==> config.mk <==
export PLATFORM = sky130hd
export DESIGN_NAME = pipe_stage_reg
export DESIGN_NICKNAME = d
export VERILOG_FILES = /design/src/rtl/pipe_stage_reg.sv
export SDC_FILE = /design/constraint.sdc
export NUM_CORES = 1
export LEC_CHECK = 0
export ABC_CLOCK_PERIOD_IN_PS = 7600
export CORE_ASPECT_RATIO = 1.5
export CORE_UTILIZATION = 25
export CTS_CLUSTER_SIZE = 14
export DETAILED_ROUTE_END_ITERATION = 8
export GPL_TIMING_DRIVEN = 0
export PLACE_DENSITY = 0.48
export SLEW_MARGIN = 0
export SYNTH_ARGS = -nofsm -noshare
export SYNTH_HDL_FRONTEND = slang
export SYNTH_SLANG_ARGS = --single-unit
export TNS_END_PERCENT = 5
==> constraint.sdc <==
create_clock -name clk -period 7.6 [get_ports clk]
set_clock_uncertainty 0.15 [all_clocks]
set_input_delay 1.52 -clock clk [delete_from_list [all_inputs] [get_ports clk]]
set_output_delay 1.52 -clock clk [all_outputs]
set_load 0.02 [all_outputs]
==> src/rtl/pipe_stage_reg.sv <==
// pipe_stage_reg: elastic inter-stage pipeline register with a 2-entry skid buffer and synchronous flush.
// Latency: 1 cycle from accept to out_valid when the stage is empty. Sustains 1 instruction/cycle.
// Backpressure: in_ready is decoded from registered state only (low when both entries are held), so
//   there is no combinational path from out_ready to in_ready.
//
// Ports:
//   clk, reset            rising-edge clock, asynchronous active-high reset
//   flush                 synchronous kill of the stage contents; beats any accept
//   in_valid/in_ready     upstream handshake; in_data/in_ctrl carry the bundles
//   out_valid/out_ready   downstream handshake; out_data/out_ctrl are registered
//   stall_cnt, bubble_cnt saturating performance counters (only with STAGE_PERF_CNT_EN)
//
// Optional feature macro: STAGE_PERF_CNT_EN adds the stall/bubble counters and their ports.
// out_ctrl is forced to zero whenever the stage holds a bubble, so downstream write enables
// can never fire from stale control bits.

module pipe_stage_reg #(
  parameter int DATA_W = 101,
  parameter int CTRL_W = 5,
  parameter int CNT_W  = 16
) (
  input  logic              clk,
  input  logic              reset,
  input  logic              flush,
  input  logic              in_valid,
  output logic              in_ready,
  input  logic [DATA_W-1:0] in_data,
  input  logic [CTRL_W-1:0] in_ctrl,
  output logic              out_valid,
  input  logic              out_ready,
  output logic [DATA_W-1:0] out_data,
  output logic [CTRL_W-1:0] out_ctrl
`ifdef STAGE_PERF_CNT_EN
  ,
  output logic [CNT_W-1:0]  stall_cnt,
  output logic [CNT_W-1:0]  bubble_cnt
`endif
);

  // EMPTY: nothing held. BUSY: output register valid. FULL: output and skid registers valid.
  typedef enum logic [1:0] {
    EMPTY = 2'd0,
    BUSY  = 2'd1,
    FULL  = 2'd2
  } state_t;

  state_t state;
  state_t state_nxt;

  logic [DATA_W-1:0] data_reg;
  logic [CTRL_W-1:0] ctrl_reg;
  logic [DATA_W-1:0] skid_data;
  logic [CTRL_W-1:0] skid_ctrl;

  logic accept;
  logic drain;
  logic ld_out_from_in;
  logic ld_out_from_skid;
  logic ld_skid;

  // Handshake decode straight from the state register.
  assign in_ready  = (state != FULL);
  assign out_valid = (state != EMPTY);
  assign accept    = in_valid & in_ready;
  assign drain     = out_valid & out_ready;

  // Next-state and register-load decode.
  always_comb begin
    state_nxt        = state;
    ld_out_from_in   = 1'b0;
    ld_out_from_skid = 1'b0;
    ld_skid          = 1'b0;

    case (state)
      EMPTY: begin
        if (accept) begin
          state_nxt      = BUSY;
          ld_out_from_in = 1'b1;
        end
      end
      BUSY: begin
        if (accept && drain) begin
          ld_out_from_in = 1'b1;
        end else if (accept) begin
          // Output register is still waiting; park the newcomer behind it.
          state_nxt = FULL;
          ld_skid   = 1'b1;
        end else if (drain) begin
          state_nxt = EMPTY;
        end
      end
      FULL: begin
        // The older output entry leaves first, then the skid entry moves up: order is kept.
        if (drain) begin
          state_nxt        = BUSY;
          ld_out_from_skid = 1'b1;
        end
      end
      default: begin
        state_nxt = EMPTY;
      end
    endcase

    // Flush wins over everything: the stage empties and a same-cycle accept is dropped.
    // A drain in the same cycle still completes because downstream samples the current output.
    if (flush) begin
      state_nxt        = EMPTY;
      ld_out_from_in   = 1'b0;
      ld_out_from_skid = 1'b0;
      ld_skid          = 1'b0;
    end
  end

  always_ff @(posedge clk or posedge reset) begin
    if (reset) begin
      state <= EMPTY;
    end else begin
      state <= state_nxt;
    end
  end

  // Data registers are only loaded, never cleared by flush/drain; validity lives in the state.
  always_ff @(posedge clk or posedge reset) begin
    if (reset) begin
      data_reg <= '0;
      ctrl_reg <= '0;
    end else if (ld_out_from_in) begin
      data_reg <= in_data;
      ctrl_reg <= in_ctrl;
    end else if (ld_out_from_skid) begin
      data_reg <= skid_data;
      ctrl_reg <= skid_ctrl;
    end
  end

  always_ff @(posedge clk or posedge reset) begin
    if (reset) begin
      skid_data <= '0;
      skid_ctrl <= '0;
    end else if (ld_skid) begin
      skid_data <= in_data;
      skid_ctrl <= in_ctrl;
    end
  end

  assign out_data = data_reg;
  // Bubble gating: stale ctrl_reg bits must never reach the next stage's write enables.
  assign out_ctrl = out_valid ? ctrl_reg : '0;

`ifdef STAGE_PERF_CNT_EN
  localparam logic [CNT_W-1:0] CNT_ONE = CNT_W'(1);

  // Both counters saturate at all-ones and are cleared by reset only (flush leaves them alone).
  always_ff @(posedge clk or posedge reset) begin
    if (reset) begin
      stall_cnt <= '0;
    end else if (out_valid && !out_ready && (stall_cnt != '1)) begin
      stall_cnt <= stall_cnt + CNT_ONE;
    end
  end

  always_ff @(posedge clk or posedge reset) begin
    if (reset) begin
      bubble_cnt <= '0;
    end else if (out_ready && !out_valid && (bubble_cnt != '1)) begin
      bubble_cnt <= bubble_cnt + CNT_ONE;
    end
  end
`else
  // Counter width is meaningless without the counters; keep the parameter referenced.
  logic [CNT_W-1:0] unused_cnt_w;
  assign unused_cnt_w = '0;
`endif

endmodule
==> After elaboration in Yosys (flattened, before gate mapping) <==
Index checks and enable logic that the tools add are counted.
{ "classes": {"n_bitwise": 2, "n_mux": 22, "eq_ne": 7, "n_reduce_logical": 5} }
{ "ops": {"columns": ["operator", "n"], "rows": [
  ["$mux 101", 2],
  ["$mux 5", 3],
  ["$mux 2", 6],
  ["$mux 1", 9],
  ["$ne 3x3->1 const B", 3],
  ["$pmux 2 s3", 1],
  ["$ne 4x4->1 const B", 1],
  ["$reduce_and 4->1", 1],
  ["$reduce_bool 2->1", 2],
  ["$and 1x1->1", 2],
  ["$eq 2x1->1 const B", 1],
  ["$eq 2x2->1 const B", 1],
  ["$logic_not 2->1", 1],
  ["$ne 2x2->1 const B", 1],
  ["$pmux 1 s2", 1],
  ["$logic_and 1x1->1", 1]
]} }
{ "totals": {"word_cells": 41, "regBits": 214, "in_bits": 111} }

==> Logic depth before layout (Yosys ltp) <==
{ "logic_depth": {"word_depth": 7, "depth_mapped": 6} }

==> Worst setup path after synthesis <==
OpenSTA, ideal clock, no wires.
{ "synth_path": {"path_type": "input to register", "startpoint": "input out_ready", "endpoint": "register ctrl_reg[1]", "setup_slack_ps": 4770, "stages": 6, "t_arrival_ps": 2554, "path_buffers": 3, "setup_time_ps": 126, "cell_sequence": "nor4bb_1 buf_2 a21oi_2 buf_6 buf_6 a221o_1"} }
{ "synth_between": {"elab_chain_len": 6} }
{ "synth_rtl": {"columns": ["element", "line", "text"], "rows": [
  ["from (decl)", "30", "input logic out_ready,"],
  ["$and 1x1->1 (*)", "65", "assign drain = out_valid & out_ready;"],
  ["$logic_and 1x1->1", "82", "if (accept && drain) begin"],
  ["$mux 1", "82", null],
  ["$pmux 1 s2", "74", "case (state)"],
  ["$mux 1", "106", "if (flush) begin"],
  ["$mux 5 / $reduce_bool 2->1 (equally long branches)", null, null],
  ["to (signal assigned)", "129", "ctrl_reg <= in_ctrl;"],
  ["to (signal assigned)", "132", "ctrl_reg <= skid_ctrl;"],
  ["to (decl)", "51", "logic [CTRL_W-1:0] ctrl_reg;"]
]} }
Mark *: on every way between the ends. The rest lies on a longest branch, timed or not.
A chain may end at the register's enable or synchronous reset.

==> Final worst setup path <==
{ "layout_path": {"startpoint": "register state[1]", "endpoint": "output out_ctrl[0]"} }
{ "layout_between": {"elab_chain_len": 2} }
{ "layout_rtl": {"columns": ["element", "line", "text"], "rows": [
  ["from (decl)", "47", "state_t state;"],
  ["from (signal assigned)", "118", "state <= state_nxt;"],
  ["$reduce_bool 2->1", "63", "assign out_valid = (state != EMPTY);"],
  ["$mux 5", "148", "assign out_ctrl = out_valid ? ctrl_reg : '0;"],
  ["to (decl)", "32", "output logic [CTRL_W-1:0] out_ctrl"]
]} }
Every way passes these cells.

==> impl_metrics.py <==
metrics = {
    "die": {
        "die_y_um": 230,
        "pin_count": 219,
        "core-area_um2": 34300,
        "die-area_um2": 35500,
        "start_util_pct": 25.4,
        "die_w_um": 154,
        "fp-row-count": 83,
    },
    "global_route": {
        "grt_pass1_vias": 6335,
        "grt_pass1_wl_mm": 38.3,
        "grt_max_degree": 113,
        "antenna_found_initial": 2,
        "grt_overflow_total": 0,
        "grtUsageTotal_pct": 13.9,
    },
    "routing": {
        "routed_wl_mm": 24.4,
        "drtAntennaViolNets": 0,
        "first_iter_violations": 240,
        "drt_first_pass_iters": 4,
        "vias": 5897,
        "wl_per_cell_um": 18.9,
        "drc": 0,
        "avgViaCountPerCell": 4.57,
    },
    "job": {
        "max_cap_viol_count": 0,
    },
    "pwr": {
        "power_frac_seq_pct": 43.9,
        "leakagePower_nw": 5.26,
        "combPwrFrac_pct": 20.7,
        "power_density_nw_per_um2": 283,
        "peakVddDrop_mv": 0.136,
        "p_switching_mw": 0.928,
        "p_int_mw": 2.55,
        "clock_power_share_pct": 35.4,
        "sw_frac_of_total_pct": 26.7,
        "p_total_mw": 3.48,
    },
    "clocking": {
        "holdBufCountCts": 0,
        "cts_root_buf": "clkbuf_16",
        "clockBufferDepth": 3,
        "clk_pin_slew_ns": 0.06,
        "clkLatencyLatePin_ns": 0.54,
        "ctsHtreeMaxLevel": 1,
        "cts_resized": 0,
        "cts_setup_buffers": 0,
        "cts_sinks": 214,
        "numCtsBuffers": 24,
        "tritoncts": "yes",
    },
    "finish": {
        "final_util_pct": 35.9,
        "drive_gt1_share_pct": 15.9,
        "num-nets-final": 960,
        "layout_commonest_cell": "clkdlybuf4s50_1",
        "area_growth_syn_to_layout_pct": 41.4,
        "diodes": 0,
        "final_cell_mix": "clkdlybuf4s50_1 (218), dfrtp_1 (214), a221o_1 (105)",
    },
    "status": {
        "status": "completed",
    },
    "worst_setup_path": {
        "crit_slowest_cell": "clkdlybuf4s50_1",
        "cp_data_required_time_ns": 5.93,
        "crit_path_end_kind": "output pin",
        "path_buf_inv": 1,
        "critPathLaunchType": "register",
        "worstPathCellList": "nor2_1, nor2b_1, clkdlybuf4s50_1",
        "cp_max_fo": 8,
        "critPathArrivalTime_ns": 2.19,
        "critPathTopFamily": "simple AND/OR/NAND/NOR gates",
        "path_class": "reg -> out",
        "critPathMaxStageDelay_ns": 0.60,
    },
    "sta": {
        "fin_crit_ns": 3.86,
        "slew_headroom_pct": 48.6,
        "period_share_pct": 50.7,
        "grt_setup_unrepaired": "no",
        "final_max_slew_viol_count": 0,
        "setup_viol": 0,
        "hold_viol_final": 0,
        "worst_pin_slew_ns": 0.767,
        "whs_ns": 0.329,
        "fmax_mhz": 259,
    },
    "hold_path": {
        "hold_class": "reg -> reg",
    },
    "yosys": {
        "ys_seq_area_share_pct": 61.6,
        "synth_seq_cells": 214,
        "ys_types": 27,
        "syn_avg_cell_area_um2": 14.4,
        "yosysWarnings": 0,
        "synth_cells": 603,
        "synth_area_um2": 8690,
        "syn-num-nets": 714,
    },
    "placement": {
        "port_buffers": 218,
        "place_congestion": 0.693,
        "place_hpwl_mm": 16.6,
    },
}
-- final timing paths --
kind | slack, ns | to | start | cells past startpoint
max | 3.74 | out_ctrl[0] | state[1] | 3
min | 0.33 | skid_data[0] | skid_data[0] | 1
min reg2reg | 0.33 | skid_data[0] | skid_data[0] | 1
max reg2reg | 5.25 | ctrl_reg[3] | state[1] | 5
max in group asynchronous | 4.90 | out_data[12] | reset | 4
min in group asynchronous | 1.20 | out_data[44] | reset | 2
-- worst reg2reg max path: cells and delay by family (launching register included) --
kind / cells / cell delay, ns
AO/OA/AOI/OAI: 1 / 0.21
flip-flops: 1 / 0.46
AND/OR/NAND/NOR: 2 / 0.80
buffers and inverters: 2 / 0.69
-- metrics by stage --
step	setup slack (ns)	cell area [um^2]	TNS [ns]	cells
2_1_floorplan	0.0791	8690	0	603
3_3_place_gp	-3.52	11400	-747.49	1246
3_5_place_dp	3.58	11500	0	1248
4_1_cts	3.66	12300	0	1291
5_1_grt	3.63	12300	0	1291
6_report	3.74	12300	0	1291
-- cell type report --
cell class              count  area, um^2
repair buffers            220        2240
multi-input cells         342        3080
inverters                   2        15.0
well taps                 425         532
fillers                  3364       22000
plain buffers              45         250
flip-flops and latches    214        5360
clock buffers              33         696
clock inverters            10         130
-- routing by layer --
layer | GRT usage [%] | vias to the layer above | part of all wire, % | wire length (um)
li1 | - | 2740 | - | -
met1 | 16.9 | 2961 | 42 | 10200
met5 | 0 | - | 0.11 | 26
met2 | 23.7 | 157 | 49 | 12000
met4 | 4.31 | 4 | 1.9 | 462
met3 | 3.96 | 35 | 7.0 | 1710
-- power groups by stage --
stage	Combinational (mW)	Clock, mW	Sequential, mW
finish	0.721	1.23	1.53
global route	0.778	1.32	1.56
CTS	0.737	1.29	1.53
detailed placement	0.737	0	1.55
global placement	0.722	0	1.54
floorplan	0.283	0	1.63
-- cells in the mapped netlist --
cell type / n / area (um^2)
dfrtp_1: 214 / 5360
a221o_1: 105 / 1050
and2_1: 98 / 613
mux2_2: 66 / 743
mux2_1: 40 / 450
clkbuf_1: 20 / 75.1
buf_2: 14 / 70.1
and2_0: 7 / 43.8
buf_6: 6 / 67.6
nor2b_1: 6 / 37.5
buf_4: 5 / 37.5
nand2_1: 3 / 11.3
nand2b_1: 3 / 18.8
a21oi_1: 2 / 10.0
inv_1: 2 / 7.51
a211oi_1: 1 / 7.51
a21oi_2: 1 / 8.76
mux2i_1: 1 / 10.0
nand3_1: 1 / 5.00
nand3b_1: 1 / 7.51
nor2_1: 1 / 3.75
nor3_2: 1 / 10.0
nor3b_2: 1 / 12.5
nor4bb_1: 1 / 10.0
o21ai_1: 1 / 5.00
o21ba_2: 1 / 10.0
or3b_2: 1 / 8.76
-- cells by family (layout without fill, tap and decap cells) --
group                  Yosys count  after routing  share of synthesized area [%]
flip-flops                     214            214                           61.6
multiplexers                   107            107                           13.8
AO/OA/AOI/OAI                  111            111                           12.6
AND/OR/NAND/NOR                124            124                           9.00
buffers and inverters           47            310                           2.97
Power figures use the tool's default switching activity.
